## src/rtl/instr_prefetch_queue_if.sv

```systemverilog
// rtl/instr_prefetch_queue_if.sv - fetch bus bundle: instruction memory, redirect and core handshake
interface instr_prefetch_queue_if #(
  parameter int ADDR_W = 32,
  parameter int DATA_W = 32,
  parameter int DEPTH  = 4
);
  localparam int CW = $clog2(DEPTH) + 1;

  logic [ADDR_W-1:0] IMEM_ADDR;
  logic              IMEM_RD_EN;
  logic [DATA_W-1:0] IMEM_DATA;
  logic              FLUSH;
  logic [ADDR_W-1:0] FLUSH_PC;
  logic              OUT_VALID;
  logic              OUT_READY;
  logic [DATA_W-1:0] OUT_INSTR;
  logic [ADDR_W-1:0] OUT_PC;
  logic [CW-1:0]     COUNT;

  // Prefetch queue side
  modport master (
    output IMEM_ADDR, IMEM_RD_EN, OUT_VALID, OUT_INSTR, OUT_PC, COUNT,
    input  IMEM_DATA, FLUSH, FLUSH_PC, OUT_READY
  );

  // Memory / core side
  modport slave (
    input  IMEM_ADDR, IMEM_RD_EN, OUT_VALID, OUT_INSTR, OUT_PC, COUNT,
    output IMEM_DATA, FLUSH, FLUSH_PC, OUT_READY
  );
endinterface

```

## src/rtl/instr_prefetch_queue.sv

```systemverilog
// rtl/instr_prefetch_queue.sv - fetch PC owner and {PC, instr} prefetch FIFO with redirect flush
module instr_prefetch_queue #(
  parameter int              ADDR_W   = 32,
  parameter int              DATA_W   = 32,
  parameter int              DEPTH    = 4,
  parameter logic [ADDR_W-1:0] RESET_PC = 32'h0040_0000
) (
  input logic                    CLK,
  input logic                    RST,
  instr_prefetch_queue_if.master bus
);
  localparam int PW = $clog2(DEPTH);
  localparam int CW = PW + 1;

  typedef enum logic {FETCH, STALL} state_t;

  state_t            state_q, state_d;
  logic [ADDR_W-1:0] fpc_q, fpc_d;
  logic [PW-1:0]     rd_ptr_q, rd_ptr_d;
  logic [PW-1:0]     wr_ptr_q, wr_ptr_d;
  logic [CW-1:0]     count_q, count_d;
  logic [ADDR_W-1:0] pc_mem    [DEPTH];
  logic [DATA_W-1:0] instr_mem [DEPTH];
  logic              pop;
  logic              push;
  logic              not_empty;

  // Handshake qualifiers; a full queue may still push when the head leaves this cycle
  always_comb begin
    not_empty = (count_q != '0);
    pop       = not_empty & bus.OUT_READY;
    push      = !RST & !bus.FLUSH & ((count_q < CW'(DEPTH)) | pop);
  end

  // Next PC, pointers and occupancy; a redirect empties the queue and wins over push
  always_comb begin
    fpc_d    = fpc_q;
    rd_ptr_d = rd_ptr_q;
    wr_ptr_d = wr_ptr_q;
    count_d  = count_q;
    if (bus.FLUSH) begin
      // Masking keeps the target word-aligned regardless of the low two bits
      fpc_d    = bus.FLUSH_PC & ~ADDR_W'(3);
      rd_ptr_d = '0;
      wr_ptr_d = '0;
      count_d  = '0;
    end else begin
      if (push) begin
        wr_ptr_d = wr_ptr_q + PW'(1);
        fpc_d    = fpc_q + ADDR_W'(4);
      end
      if (pop) begin
        rd_ptr_d = rd_ptr_q + PW'(1);
      end
      case ({push, pop})
        2'b10:   count_d = count_q + CW'(1);
        2'b01:   count_d = count_q - CW'(1);
        default: count_d = count_q;
      endcase
    end
  end

  // Debug state: STALL marks a full queue that the core is not draining
  always_comb begin
    state_d = FETCH;
    case (state_q)
      FETCH: if (!bus.FLUSH && count_d == CW'(DEPTH) && !pop) state_d = STALL;
      STALL: if (!(pop || bus.FLUSH)) state_d = STALL;
      default: state_d = FETCH;
    endcase
  end

  // Control registers with synchronous reset
  always_ff @(posedge CLK) begin
    if (RST) begin
      state_q  <= FETCH;
      fpc_q    <= RESET_PC;
      rd_ptr_q <= '0;
      wr_ptr_q <= '0;
      count_q  <= '0;
    end else begin
      state_q  <= state_d;
      fpc_q    <= fpc_d;
      rd_ptr_q <= rd_ptr_d;
      wr_ptr_q <= wr_ptr_d;
      count_q  <= count_d;
    end
  end

  // Entry storage; contents are only meaningful below the occupancy count
  always_ff @(posedge CLK) begin
    if (push) begin
      pc_mem[wr_ptr_q]    <= fpc_q;
      instr_mem[wr_ptr_q] <= bus.IMEM_DATA;
    end
  end

  assign bus.IMEM_ADDR  = fpc_q;
  assign bus.IMEM_RD_EN = push;
  assign bus.OUT_VALID  = not_empty;
  assign bus.OUT_INSTR  = not_empty ? instr_mem[rd_ptr_q] : '0;
  assign bus.OUT_PC     = not_empty ? pc_mem[rd_ptr_q] : '0;
  assign bus.COUNT      = count_q;
endmodule

```

## src/flat_wrapper.sv

```systemverilog
// flat-port wrapper written by rule: the top's interface ports become plain ports
module instr_prefetch_queue_flat 
#(
  parameter int              ADDR_W   = 32,
  parameter int              DATA_W   = 32,
  parameter int              DEPTH    = 4,
  parameter logic [ADDR_W-1:0] RESET_PC = 32'h0040_0000
)
  (CLK, RST, bus_IMEM_ADDR, bus_IMEM_RD_EN, bus_OUT_VALID, bus_OUT_INSTR, bus_OUT_PC, bus_COUNT, bus_IMEM_DATA, bus_FLUSH, bus_FLUSH_PC, bus_OUT_READY);
  instr_prefetch_queue_if #(.ADDR_W(ADDR_W), .DATA_W(DATA_W), .DEPTH(DEPTH)) bus_i ();
  input logic CLK;
  input logic RST;
  output wire logic [$bits(bus_i.IMEM_ADDR)-1:0] bus_IMEM_ADDR;
  output wire logic [$bits(bus_i.IMEM_RD_EN)-1:0] bus_IMEM_RD_EN;
  output wire logic [$bits(bus_i.OUT_VALID)-1:0] bus_OUT_VALID;
  output wire logic [$bits(bus_i.OUT_INSTR)-1:0] bus_OUT_INSTR;
  output wire logic [$bits(bus_i.OUT_PC)-1:0] bus_OUT_PC;
  output wire logic [$bits(bus_i.COUNT)-1:0] bus_COUNT;
  input wire logic [$bits(bus_i.IMEM_DATA)-1:0] bus_IMEM_DATA;
  input wire logic [$bits(bus_i.FLUSH)-1:0] bus_FLUSH;
  input wire logic [$bits(bus_i.FLUSH_PC)-1:0] bus_FLUSH_PC;
  input wire logic [$bits(bus_i.OUT_READY)-1:0] bus_OUT_READY;
  assign bus_IMEM_ADDR = bus_i.IMEM_ADDR;
  assign bus_IMEM_RD_EN = bus_i.IMEM_RD_EN;
  assign bus_OUT_VALID = bus_i.OUT_VALID;
  assign bus_OUT_INSTR = bus_i.OUT_INSTR;
  assign bus_OUT_PC = bus_i.OUT_PC;
  assign bus_COUNT = bus_i.COUNT;
  assign bus_i.IMEM_DATA = bus_IMEM_DATA;
  assign bus_i.FLUSH = bus_FLUSH;
  assign bus_i.FLUSH_PC = bus_FLUSH_PC;
  assign bus_i.OUT_READY = bus_OUT_READY;
  instr_prefetch_queue #(.ADDR_W(ADDR_W), .DATA_W(DATA_W), .DEPTH(DEPTH), .RESET_PC(RESET_PC)) u_core (.CLK(CLK), .RST(RST), .bus(bus_i));
endmodule
```

## config.mk

```make
export PLATFORM = sky130hd
export DESIGN_NAME = instr_prefetch_queue_flat
export DESIGN_NICKNAME = d
export VERILOG_FILES = /design/src/rtl/instr_prefetch_queue_if.sv /design/src/rtl/instr_prefetch_queue.sv /design/src/flat_wrapper.sv
export SDC_FILE = /design/constraint.sdc
export NUM_CORES = 1
export LEC_CHECK = 0
export BUFFER_PORTS_ARGS = -buffer_cell sky130_fd_sc_hd__clkbuf_2
export CAP_MARGIN = 0
export CORE_AREA = 2 2 108 188
export DETAILED_ROUTE_END_ITERATION = 12
export DIE_AREA = 0 0 110 190
export MAX_ROUTING_LAYER = met4
export PLACE_DENSITY = 0.87
export SYNTH_ARGS = -nofsm -noshare
export SYNTH_HDL_FRONTEND = slang
export SYNTH_SLANG_ARGS = --single-unit
```

## constraint.sdc

```tcl
create_clock -name CLK -period 5.5 [get_ports CLK]
set_clock_uncertainty 0.15 [all_clocks]
set_input_delay 0.55 -clock CLK [delete_from_list [all_inputs] [get_ports CLK]]
set_output_delay 0.55 -clock CLK [all_outputs]
set_load 0.01 [all_outputs]
```

* Word-level counts from Yosys, hierarchy flattened *
Memory sizes are Yosys's and may differ from the RTL's. A register that Yosys moved wholly into a read port is not among the register bits.
Index checks and enable logic that the tools add are counted.

operators by class
  $add $sub $neg = 5
  $lt $le $gt $ge = 1
  equal/unequal tests = 2
  multiplexer cells = 11
  bitwise gates (word level) = 4
  reductions and logical operators = 6

operator list
  operator                 count
  $mux W32                 4
  $add A32 B3 Y32 const B  1
  $mux W2                  4
  $pmux W3 S2              1
  $add A2 B1 Y2 const B    2
  $reduce_bool A2 Y1       2
  $add A3 B1 Y3 const B    1
  $and A1 B1 Y1            3
  $lt A3 B3 Y1 const B     1
  $reduce_bool A3 Y1       1
  $sub A3 B1 Y3 const B    1
  $eq A2 B1 Y1 const B     1
  $eq A2 B2 Y1 const B     1
  $logic_not A1 Y1         2
  $mux W1                  2
  $reduce_or A2 Y1         1
  $or A1 B1 Y1             1

word-level totals
  flip-flop bits (word level) = 39
  RAM bits = 256
  input bits = 68
  output and inout port bits = 101
  word-level logic and storage cells = 36
  memories = 2

memories
  memory            depth  width  rd ports  clocked after memory_dff  write ports  line                        text
  u_core.instr_mem  4      32     1         1                         1            instr_prefetch_queue.sv:23  logic [DATA_W-1:0] instr_mem [DEPTH];
  u_core.pc_mem     4      32     1         1                         1            instr_prefetch_queue.sv:22  logic [ADDR_W-1:0] pc_mem [DEPTH];

* Logic depth before layout (Yosys ltp) *
  depth in word-level cells = 6
  gate-level depth with buffers = 10
  depth with buffers taken out = 8

* Worst setup path after synthesis *
No wires, ideal clock.

  path type = input to register
  start point = in bus_OUT_READY
  end point = mem u_core.instr_mem[0][0], enable pin
  setup time = 427 ps
  arrival time = 2589 ps
  required time = 4923 ps
  setup slack = 2334 ps
  cell stages on the path = 4
  path buffers = 2
  path through = nand2b_1 -> buf_2 -> clkbuf_1 -> and3_1

on the way
  longest elaborated chain between the ends = 5

RTL lines
  item                           line                        text
  start, declared                flat_wrapper.sv:22          input wire logic [$bits(bus_i.OUT_READY)-1:0] bus_OUT_READY;
  $and A1 B1 Y1                  instr_prefetch_queue.sv:31  pop = not_empty & bus.OUT_READY;
  $or A1 B1 Y1                   instr_prefetch_queue.sv:32  push = !RST & !bus.FLUSH & ((count_q < CW'(DEPTH)) | pop);
  $and A1 B1 Y1                  instr_prefetch_queue.sv:32
  $mux W1                        instr_prefetch_queue.sv:92  if (push) begin
  $mux W1 (not written as such)  instr_prefetch_queue.sv:94  instr_mem[wr_ptr_q] <= bus.IMEM_DATA;
  end, declared                  instr_prefetch_queue.sv:23

No other way between the ends.

==> impl_results.md <==
- Critical path endpoint: bus_OUT_PC[31]
- Combinational share of power: a little over 5%
- Critical Path Stages: 4
- Total track usage: roughly 22%
- Top post-synthesis cells by area: edfxtp_1, mux4_2, dfxtp_1, and2_1, xnor2_1
- Worst r2r path cells: 9
- Die Y: around 190 µm
- Clk_lat worst skew: slightly above 500 ps
- Post-DP HPWL: between 10000 and 15000 µm
- Hold crit path type: in2reg
- Critical path class: reg2out
- Ratio of cells with drive above 1 in the final layout: approximately a third
- Avg Cell Area, Syn: 17.3 µm²
- Clock slew at reported path FFs: ~70 ps
- Max-cap viol count: 0
- Mapped cell area: 0.0116 mm²
- Synth top area share: a little under two thirds
- FF+latch count, synth: ~290
- First-pass GRT wire length: 34600 µm
- Pint: ~0.0035 W
- Routability Congestion: 0.873
- Sequential area share after synthesis: a little over two thirds
- PwrDens: roughly 330 mW/mm²
- Setup violations, final: 0
- Grt ovf: 0
- Initial antenna violation count: 0
- Status: finished, final reports clean
- Rows: 68
- TritonCTS clock tree: done
- Post-synthesis cell type count: 45
- Ordered list of cells on the worst path: buf_4 > mux4_2 > and2_1 > clkbuf_2
- I/O pin total: 169
- WP buf/inv: 2
- Clk buf depth: 3
- Fin nets: between 900 and 1k
- Worst VDD drop: between 300 and 400 µV
- Crit end category: primary output
- R2r setup slk: about 2800 ps
- Worst Tran Pin Value: about 1000 ps
- Slowest stage delay, CP: about 700 ps
- Die area: around 0.021 mm²
- Rel. slew slack: between 30% and 40%
- Die W: around 110 µm
- TritonCTS Buffers: 24
- Seq pwr share: a little under three fifths
- CTS H-tree depth: 1
- Critical Path Slowest Stage Cell: dfxtp_2
- CP top delay family: buffers and inverters
- Period utilisation layout: about three fifths
- First-pass iteration count of the detailed router: 5
- Count of final max-slew check failures: 0
- Worst Path Required: ~4800 ps
- Post-CTS resize count: 0
- Final hold vios: 0
- Yosys Warn Count: 0
- Critical path fanouts, max: 41
- Initial core utilization: roughly three fifths
- Post-layout util: between 60% and 70%
- Leak pwr: between 4 and 5 nW
- Fill count: about 1.3k
- Crit Reg-Reg Endpoint: u_core.bus.COUNT[2]
- Post-synth EDFFs: approximately 250
- Main synth FF type: edfxtp_1
- Top-count cell post-synth: edfxtp_1
- ANT cells: 0
- Fmax: 304 MHz
- Top cell type by total area after synthesis: edfxtp_1
- RR Startpoint: u_core.bus.COUNT[0]
- Sw frac: between 20% and 30%
- Commonest cells in the netlist: edfxtp_1, and2_1, mux4_2
- RSZ-0062 raised after global routing: false
- Critical Path AT: between 2000 and 3000 ps
- Port bufs: 162
- # DRC: 0
- Clock Sinks: 287
- Hold buffer count at CTS: 0
- DR iter-0 viols: ~350
- Root Buffer: clkbuf_16
- Vias in the first global route: around 6.4k
- Vias per cell: just under 6
- Routed len/inst: about 21 µm
- Post-Synthesis Cells: about 670
- Setup TNS Final: 0 ps
- Post-CTS Setup Inserts: 0
- Shortest period the worst path allows: 3290 ps
- Startpoint types: flip-flop
- Clk pwr share: between 30% and 40%
- Vias: 6402
- Psw: between 0.0009 and 0.001 W
- Post-Route WL: between 20000 and 25000 µm
- Area Overhead vs Synth: 15.4%
- Detail Route Antenna Nets: 0
- Core box area: 0.0195 mm²
- Largest net degree at the start of global routing: 65
- Asr flop ratio synth: 0%
==> metrics by stage <==
step                cells  power, W  setup slack [ps]  hold WS [ps]  area [µm²]
floorplan             675   0.00264              2330           315       11600
global placement     1047   0.00274              2290           324       12600
detailed placement   1047   0.00275              2250           339       12600
CTS                  1091   0.00441              2140          85.9       13400
global route         1091   0.00452              2060          93.4       13400
finish               1091   0.00439              2210           104       13400
==> worst min-delay path by stage <==
stage	from	end	cells after the start
5_1_grt	bus_IMEM_DATA[31]	u_core.instr_mem[2][31]	1
2_1_floorplan	u_core.wr_ptr_q[1]	u_core.wr_ptr_q[1]	2
6_report	bus_IMEM_DATA[10]	u_core.instr_mem[2][10]	1
3_3_place_gp	u_core.wr_ptr_q[1]	u_core.wr_ptr_q[1]	2
3_5_place_dp	u_core.wr_ptr_q[1]	u_core.wr_ptr_q[1]	2
4_1_cts	bus_IMEM_DATA[10]	u_core.instr_mem[2][10]	1
==> kinds of logic (layout without fill, tap and decap cells) <==
| logic type | count (synthesis) | in the layout | synth area share, % |
|---|---|---|---|
| muxes | 67 | 67 | 12.4 |
| AOI/OAI and AO/OA | 42 | 42 | 2.46 |
| xor gates and xnor gates | 29 | 29 | 2.18 |
| and+or+nand+nor | 186 | 186 | 9.37 |
| buffers and inverters | 53 | 224 | 2.01 |
| DFF | 287 | 287 | 70.7 |
| adders and majority gates | 7 | 7 | 0.817 |
| other | 1 | 4 | 0.0322 |
==> sequential cells by signal (all words and copies together), names as in the netlist, named ones only <==
name	flops
u_core.bus.COUNT	3
u_core.pc_mem	120
u_core.instr_mem	128
u_core.bus.IMEM_ADDR	30
u_core.rd_ptr_q	2
u_core.wr_ptr_q	2
==> worst register-to-register path: cells and delay by family (launching register included) <==
kind / cells / cell delay (ps)
compound gates: 1 / 140
fa+ha+maj: 2 / 570
simple gates: 3 / 730
flops: 1 / 390
buf+inv: 2 / 530
xor+xnor: 1 / 150
==> power groups by stage <==
stage	clock, W	combinational (W)	sequential, W
6_report	0.00169	0.000225	0.00247
3_5_place_dp	0	0.000227	0.00252
5_1_grt	0.00179	0.000247	0.00248
2_1_floorplan	0	0.000129	0.00251
4_1_cts	0.00171	0.000228	0.00248
3_3_place_gp	0	0.000223	0.00252
==> layer usage <==
metal / wire (µm) / track usage, % / up-vias
met5: 0 / - / -
met4: 418 / 6.13 / 0
met3: 1050 / 2.50 / 28
met2: 12400 / 39.1 / 196
met1: 8760 / 27.6 / 3261
li1: - / - / 2917
==> placed cells by master, fill, tap and decap left out, drive strengths merged, types with 2 or more instances in the layout <==
cell type	n
clkinv	5
nor4	7
o22ai	4
inv	12
edfxtp	248
dfxtp	39
or3	4
xor2	7
nor2	30
nand4	15
o21ai	6
a31oi	2
nand2b	2
ha	6
and3	11
nand3	9
clkbuf	195
a211oi	14
buf	6
nand2	22
clkinvlp	4
a21oi	11
mux2i	5
and2	66
xnor2	22
and4	5
conb	4
mux4	62
bufinv	2
o311a	2
nor3	10
==> layout make-up <==
type	instances	area [µm²]	share of cell area [%]
sequential	287	8230	61.3
multi-input combinational	335	3210	23.9
timing repair buffer	168	856	6.37
clock buffer	33	676	5.03
tap	245	307	2.28
clock inverter	11	111	0.829
inverter	12	45.0	0.335
No activity file was read; power rests on OpenSTA's default activity.
